$ cat src/rtl/memory_access.sv
// memory_access: pipeline stage between execute and writeback.
// Registers execute results and performs data-memory loads/stores over a req/ack handshake.
//
// Ports:
//   clock, reset             clock (posedge); synchronous active-low reset
//   in_*                     instruction from execute, sampled only while idle
//   out_stall                upstream must hold its inputs (access outstanding)
//   dmem_req/we/addr/wdata   data-memory request, held stable until dmem_ack
//   dmem_rdata, dmem_ack     data-memory response
//   out_*                    registered results to writeback
//   out_mem_error            sticky flag: an access timed out
module memory_access #(
  parameter int unsigned DMEM_ADDR_WIDTH = 12,
  parameter int unsigned DMEM_WORD_WIDTH = 16,
  parameter int unsigned IALU_WORD_WIDTH = 16,
  parameter int unsigned PMEM_WORD_WIDTH = 16,
  parameter int unsigned REG_IDX_WIDTH   = 4,
  parameter int unsigned PC_WIDTH        = 12,
  parameter int unsigned MAX_WAIT        = 16
) (
  input  logic                       clock,
  input  logic                       reset,
  input  logic                       in_valid,
  input  logic                       in_act_load,
  input  logic                       in_act_store,
  input  logic                       in_act_write_res_to_reg,
  input  logic [PMEM_WORD_WIDTH-1:0] in_instr,
  input  logic [PC_WIDTH-1:0]        in_pc,
  input  logic [IALU_WORD_WIDTH-1:0] in_res,
  input  logic [IALU_WORD_WIDTH-1:0] in_store_data,
  input  logic [REG_IDX_WIDTH-1:0]   in_res_reg_idx,
  output logic                       out_stall,
  output logic                       dmem_req,
  output logic                       dmem_we,
  output logic [DMEM_ADDR_WIDTH-1:0] dmem_addr,
  output logic [DMEM_WORD_WIDTH-1:0] dmem_wdata,
  input  logic [DMEM_WORD_WIDTH-1:0] dmem_rdata,
  input  logic                       dmem_ack,
  output logic                       out_act_write_res_to_reg,
  output logic [PMEM_WORD_WIDTH-1:0] out_instr,
  output logic [PC_WIDTH-1:0]        out_pc,
  output logic [IALU_WORD_WIDTH-1:0] out_res,
  output logic [REG_IDX_WIDTH-1:0]   out_res_reg_idx,
  output logic                       out_mem_error
);

  localparam int unsigned CntW = (MAX_WAIT > 2) ? $clog2(MAX_WAIT) : 1;
  localparam logic [CntW-1:0] CntLast = CntW'(MAX_WAIT - 1);

  typedef enum logic [0:0] {StIdle, StWait} state_e;

  state_e                     state_q;
  logic [CntW-1:0]            wait_cnt_q;
  logic                       cap_act_q;
  logic [PMEM_WORD_WIDTH-1:0] cap_instr_q;
  logic [PC_WIDTH-1:0]        cap_pc_q;
  logic [REG_IDX_WIDTH-1:0]   cap_idx_q;

  assign out_stall = (state_q == StWait);

  always_ff @(posedge clock) begin
    if (!reset) begin
      state_q                  <= StIdle;
      wait_cnt_q               <= '0;
      cap_act_q                <= 1'b0;
      cap_instr_q              <= '0;
      cap_pc_q                 <= '0;
      cap_idx_q                <= '0;
      dmem_req                 <= 1'b0;
      dmem_we                  <= 1'b0;
      dmem_addr                <= '0;
      dmem_wdata               <= '0;
      out_act_write_res_to_reg <= 1'b0;
      out_instr                <= '0;
      out_pc                   <= '0;
      out_res                  <= '0;
      out_res_reg_idx          <= '0;
      out_mem_error            <= 1'b0;
    end else begin
      case (state_q)
        StIdle: begin
          // Default: bubble to writeback; overwritten for a plain ALU op.
          out_act_write_res_to_reg <= 1'b0;
          out_instr                <= '0;
          out_pc                   <= '0;
          out_res                  <= '0;
          out_res_reg_idx          <= '0;
          if (in_valid && (in_act_load || in_act_store)) begin
            state_q     <= StWait;
            wait_cnt_q  <= '0;
            cap_act_q   <= in_act_write_res_to_reg;
            cap_instr_q <= in_instr;
            cap_pc_q    <= in_pc;
            cap_idx_q   <= in_res_reg_idx;
            dmem_req    <= 1'b1;
            // Load wins when both kinds are flagged; dmem_we doubles as the captured kind.
            dmem_we     <= in_act_store & ~in_act_load;
            dmem_addr   <= in_res[DMEM_ADDR_WIDTH-1:0];
            dmem_wdata  <= in_store_data;
          end else if (in_valid) begin
            out_act_write_res_to_reg <= in_act_write_res_to_reg;
            out_instr                <= in_instr;
            out_pc                   <= in_pc;
            out_res                  <= in_res;
            out_res_reg_idx          <= in_res_reg_idx;
          end
        end
        StWait: begin
          if (dmem_ack) begin
            state_q         <= StIdle;
            wait_cnt_q      <= '0;
            dmem_req        <= 1'b0;
            dmem_we         <= 1'b0;
            out_instr       <= cap_instr_q;
            out_pc          <= cap_pc_q;
            out_res_reg_idx <= cap_idx_q;
            if (dmem_we) begin
              out_act_write_res_to_reg <= 1'b0;
              out_res                  <= '0;
            end else begin
              out_act_write_res_to_reg <= cap_act_q;
              out_res                  <= dmem_rdata;
            end
          end else if (wait_cnt_q == CntLast) begin
            // Timeout abort: writeback outputs are already a bubble.
            state_q       <= StIdle;
            wait_cnt_q    <= '0;
            dmem_req      <= 1'b0;
            dmem_we       <= 1'b0;
            out_mem_error <= 1'b1;
          end else begin
            wait_cnt_q <= wait_cnt_q + CntW'(1);
          end
        end
        default: state_q <= StIdle;
      endcase
    end
  end

endmodule

$ cat config.mk
export PLATFORM = sky130hd
export DESIGN_NAME = memory_access
export DESIGN_NICKNAME = d
export VERILOG_FILES = /design/src/rtl/memory_access.sv
export SDC_FILE = /design/constraint.sdc
export NUM_CORES = 1
export LEC_CHECK = 0
export CAP_MARGIN = 30
export CELL_PAD_IN_SITES_DETAIL_PLACEMENT = 1
export CELL_PAD_IN_SITES_GLOBAL_PLACEMENT = 1
export CORE_MARGIN = 4
export CORE_UTILIZATION = 34
export CTS_CLUSTER_DIAMETER = 100
export DETAILED_ROUTE_END_ITERATION = 10
export PLACE_DENSITY = 0.94
export REMOVE_ABC_BUFFERS = 1
export SKIP_CTS_REPAIR_TIMING = 1
export SYNTH_ARGS = -nofsm -noshare
export SYNTH_HDL_FRONTEND = slang
export SYNTH_SLANG_ARGS = --single-unit
export TNS_END_PERCENT = 10
$ cat constraint.sdc
create_clock -name clock -period 1.9 [get_ports clock]
set_input_delay 0.57 -clock clock [delete_from_list [all_inputs] [get_ports clock]]
set_output_delay 0.57 -clock clock [all_outputs]
set_load 0.005 [all_outputs]
==> results.yml, run 1 <==
synth:
  synthAdderAreaFrac_pct: 0.266
  ys_ff_latch: 118
  synth_top_area_cell: "dfxtp_1"
  synth_cells: 579
  ys_seq_area_share_pct: 50.3
  synth_ff_type: "dfxtp_1"
  yosys_warnings: 0
  syn_area_mm2: 0.00470
  synth_top_family_by_area: "compound AO/OA/AOI/OAI gates"
  async_flop_share_pct: 0
  synthSimpleGateAreaFrac_pct: 13.3
  synth.distinct_cells: 27
  synthTopCellsByArea: "dfxtp_1 (50%), o21ai_0 (15%), a21oi_1 (10%)"
  synth_edf_count: 0
  yosysMostFrequentCell: "o21ai_0"
  netlist_top_cells_count: "o21ai_0 (144), dfxtp_1 (118), a21oi_1 (97)"
  synth_xor_area_share_pct: 0
  yosys-mux-area-fraction_pct: 0
  avgSynthCellArea_um2: 8.11
  synth_top_area_share_pct: 50.3
  synth_compound_area_share_pct: 30.0
layout:
  instances_no_fill: 921
  syn_to_final_growth_pct: 54.6
  design_area_mm2: 0.00726
  drive_gt1_share_pct: 8.72
  nNetsFinal: 822
  antennaDiodeCount: 0
routing:
  antenna_left: 0
  drtPass1Iterations: 4
  vias_per_cell: 5.66
  drt_iter0_markers: 362
  wl_um: 18400
  vias: 5209
  drc: 0
  routedWlPerCell_um: 20.0
setup_path:
  worst-path-buf-inv: 1
  critPathMaxFanout: 2
  critPathLaunchType: "register"
  endpoint_kind: "primary output"
  worstPathRequired_ns: 1.33
  crit_family: "buffers and inverters"
  path_cells: "clkdlybuf4s50_1"
  crit_slowest_cell: "clkdlybuf4s50_1"
  crit_type: "reg -> out"
  arrival_ns: 1.30
  max_stage_delay_ns: 0.54
global_routing:
  gr-total-overflow: 0
  gr-usage-all-layers_pct: 23.2
  grt_pass1_vias: 5697
  grt_max_degree: 51
  grt_pass1_wl_um: 29700
  grt_antenna_before_repair: 0
sta:
  max_freq_ghz: 0.536
  final.min_clock_period_ns: 1.87
  hold_viol_final: 0
  setup-tns-final_ns: 0
  setup_violations: 0
  slew_headroom_pct: 47.6
  timing.final.ws_setup_ns: 0.0328
  skew_ns: 0.00991
  worst_slew_pin_slew_ns: 0.784
  drv_slew: 0
  post-route-period-util_pct: 98.3
pwr:
  power_density_mw_per_mm2: 901
  p_total_mw: 6.54
  p_leak_nw: 2.71
  ir_drop_mv: 0.648
cts:
  clk_pin_slew_worst_paths_ns: 0.05
  cts_buffers: 17
  cts_root_buffer: "clkbuf_16"
  cts_tree: "built"
  cts-htree-levels: 4
  clockBufferDepth: 2
  cts.sinks: 118
  insertion_delay_ns: 0.41
floorplanning:
  rows: 42
  die_x_um: 126
  dieArea_mm2: 0.0158
  start_util_pct: 35.0
  io-pin-count: 168
  core_mm2: 0.0134
  die_h_um: 126
place:
  postPlaceCellArea_mm2: 0.00670
  gp_congestion: 0.859
  portBuffers: 167
  dp_slack_ns: -0.242
  dpl.hpwl_um: 12300
  placedCellCount: 891
worst_hold_path:
  hold_path.class: "reg -> reg"
job:
  maxCapViolCount: 0
run_status:
  status: "complete, no violations"
[routing by layer]
metal	global-route usage (%)	vias to the layer above	wire length [um]
met4	8.48	0	364
li1	-	2388	-
met3	8.06	35	1380
met2	41.9	198	9530
met1	25.1	2588	7160
met5	0	-	0
[through the flow]
step | util [%] | hold WS [ns]
global route | 54.2 | 0.499
global placement | 49.9 | 0.457
CTS | 53.9 | 0.469
finish | 54.2 | 0.467
floorplan | - | 0.451
detailed placement | 50.0 | 0.458
[where the power goes]
group | switching, mW | leakage [nW] | internal [mW] | total (mW)
logic | 0.472 | 1.49 | 0.502 | 0.974
registers | 0.0721 | 0.966 | 2.61 | 2.69
clock network | 1.06 | 0.259 | 1.82 | 2.88
[cells by family after synthesis]
kind of cell / after synthesis
simple gates: 132
buf+inv: 63
compound gates: 265
fa+ha+maj: 1
flops: 118
[cell usage in the layout (no fill, tap or decap), types with 17 or more instances in the layout]
cell             count
buf_4               17
clkdlybuf4s50_1    154
dfxtp_1            115
nor2_1              19
nand3_1             65
o21ai_0            144
nand2_1             36
a221oi_1            17
a21oi_1             97
clkbuf_16           17
[path summary, 6_finish.rpt]
check,from,to,slack [ns],cells after the start
hold / removal,out_mem_error$_SDFFE_PN0P_,out_mem_error$_SDFFE_PN0P_,0.47,1
setup / recovery,out_instr[12]$_SDFFE_PN0P_,out_instr[12],0.03,1
hold reg to reg,out_mem_error$_SDFFE_PN0P_,out_mem_error$_SDFFE_PN0P_,0.47,1
setup reg to reg,out_stall$_SDFF_PN0_,out_res[3]$_SDFFE_PN0P_,0.18,4
[area by class of cell]
cell class,count,area [um2]
fillers,1558,6140
flip-flops and latches,118,2370
multi-input cells,398,2070
repair buffers,196,2060
clock buffers,27,513
well taps,176,220
clock inverters,3,17.5
inverters,3,11.3
No activity file was read; power rests on OpenSTA's default activity.
==> run 2, diff against run 1 <==
Settings changed: REMOVE_ABC_BUFFERS 1 to not set.
==> run 2 against run 1 <==
Effect of this change: flip-flop and latch count is the same; combinational power shrank 2%; worst setup slack lost 0.0037 ns; largest cell class unchanged; largest power group unchanged; highest routed layer unchanged.
==> results.yml, run 2 (synthesis results as in run 1) <==
run_status:
  status: "complete, no violations"
global_routing:
  grt_pass1_vias: 5505
  grt_antenna_before_repair: 0
  grt_max_degree: 45
  grt_pass1_wl_um: 29200
  gr-usage-all-layers_pct: 23.0
  gr-total-overflow: 0
setup_path:
  worst-path-buf-inv: 1
  crit_family: "buffers and inverters"
  reg2reg_slack_ns: 0.36
  worstReg2RegEnd: "out_res_reg_idx[0]$_SDFFE_PN0P_"
  critPathMaxFanout: 2
  r2r-start: "out_stall$_SDFF_PN0_"
  rr_worst_depth: 5
  critPathLaunchType: "register"
  arrival_ns: 1.30
  crit_type: "reg -> out"
  worstPathRequired_ns: 1.33
  endpoint_kind: "primary output"
  max_stage_delay_ns: 0.54
  crit_slowest_cell: "clkdlybuf4s50_1"
  path_cells: "clkdlybuf4s50_1"
layout:
  drive_gt1_share_pct: 9.85
  nFillCells: 1548
  nNetsFinal: 826
  layout_commonest_cell: "clkdlybuf4s50_1"
  design_area_mm2: 0.00728
  mostFrequentLayoutCells: "clkdlybuf4s50_1 (155), o21ai_0 (144), dfxtp_1 (115)"
  syn_to_final_growth_pct: 55.0
  instances_no_fill: 927
  antennaDiodeCount: 0
cts:
  cts-htree-levels: 4
  clk_pin_slew_worst_paths_ns: 0.05
  insertion_delay_ns: 0.42
  cts.sinks: 118
  clockBufferDepth: 2
  cts_buffers: 17
  cts_tree: "built"
  cts_root_buffer: "clkbuf_16"
sta:
  max_freq_ghz: 0.535
  worst_slew_pin_slew_ns: 0.391
  hold_viol_final: 0
  slew_headroom_pct: 73.8
  skew_ns: 0.00480
  final.min_clock_period_ns: 1.87
  rsz0062_at_grt: "no"
  hold_slack_ns: 0.464
  post-route-period-util_pct: 98.5
  timing.final.ws_setup_ns: 0.0292
  drv_slew: 0
  setup_violations: 0
worst_hold_path:
  whs_endpoint: "out_mem_error$_SDFFE_PN0P_"
  hp-start: "out_mem_error$_SDFFE_PN0P_"
  min_path_cells: 1
  hold_path.class: "reg -> reg"
pwr:
  pwr-share-clk_pct: 47.5
  power_frac_seq_pct: 38.7
  power_density_mw_per_mm2: 954
  swShare_pct: 23.8
  p_int_mw: 5.29
  ir_drop_mv: 0.540
  p_sw_mw: 1.65
  p_comb_share_pct: 13.8
  p_leak_nw: 2.73
  p_total_mw: 6.94
routing:
  antenna_left: 0
  vias_per_cell: 5.58
  vias: 5173
  wl_um: 18300
  drc: 0
  drt_iter0_markers: 435
  routedWlPerCell_um: 19.7
  drtPass1Iterations: 5
place:
  gp_congestion: 0.795
  portBuffers: 167
  dpl.hpwl_um: 12700
  postPlaceCellArea_mm2: 0.00664
  dp_slack_ns: -0.295
  placedCellCount: 895
floorplanning:
  io-pin-count: 168
  die_h_um: 126
  die_x_um: 126
  core_mm2: 0.0134
  dieArea_mm2: 0.0158
  start_util_pct: 35.0
  rows: 42
synth:
  syn_nets: 667
job:
  maxCapViolCount: 0
==> run 2: cell count changes in the layout (fill, tap and decap cells not counted), sizes merged <==
cell / change
clkdlybuf4s50: +1
clkbuf: -4
clkinv: +3
bufinv: +3
dlymetal6s2s: -1
buf: +4
==> run 2: per-layer routing <==
| metal | vias up | share of wire (%) | track usage, % |
|---|---|---|---|
| met4 | 0 | 1.7 | 7.59 |
| met5 | - | 0 | 0 |
| met1 | 2572 | 40 | 26.3 |
| met2 | 184 | 52 | 40.5 |
| met3 | 25 | 6.9 | 7.29 |
| li1 | 2392 | - | - |
==> run 2: power groups by stage <==
stage	Clock [mW]	Combinational [mW]	Sequential (mW)
after floorplan	0	0.374	2.72
after global placement	0	0.902	2.72
after detailed placement	0	0.946	2.73
after CTS	3.35	0.963	2.68
after global routing	3.45	1.04	2.70
final	3.30	0.959	2.68
==> run 2: worst max path at each step <==
stage	cells past startpoint	end	startpoint
final	1	out_res_reg_idx[1]	out_res_reg_idx[1]$_SDFFE_PN0P_
after global routing	1	out_res[1]	out_res[1]$_SDFFE_PN0P_
after CTS	1	dmem_we	dmem_we$_SDFFE_PN0P_
after detailed placement	5	out_pc[4]$_SDFFE_PN0P_	in_act_store
after global placement	5	out_res_reg_idx[2]$_SDFFE_PN0P_	in_act_load
after floorplan	5	cap_idx_q[0]$_SDFFE_PN0P_	reset
==> run 2: worst register-to-register path, delay by kind of cell, from the launching register on <==
kind	cells	cell delay (ns)
DFF	1	0.33
and+or+nand+nor	2	0.53
buffers and inverters	2	0.47
AOI/OAI and AO/OA	1	0.14
==> run 2: cell type report <==
type                            instances  area [um2]  area share (%)
Clock buffer                           23         488            6.70
Clock inverter                          9         123            1.68
Inverter                                3        11.3           0.155
Multi-Input combinational cell        398        2070            28.4
Sequential cell                       118        2370            32.5
Tap cell                              176         220            3.03
Timing Repair Buffer                  200        2000            27.5
==> run 2: per-stage QoR <==
step / util (%) / setup TNS (ns)
final: 54.3 / 0
after global routing: 54.3 / 0
after CTS: 54.1 / -0.0287
after detailed placement: 49.5 / -21.61
after global placement: 49.5 / -17.60
after floorplan: - / 0
==> run 3, diff against run 2 <==
Settings changed: SLEW_MARGIN set to 10.
==> results of run 3 <==
Same layout as run 2: the final DEF is identical, and so are final timing and power.
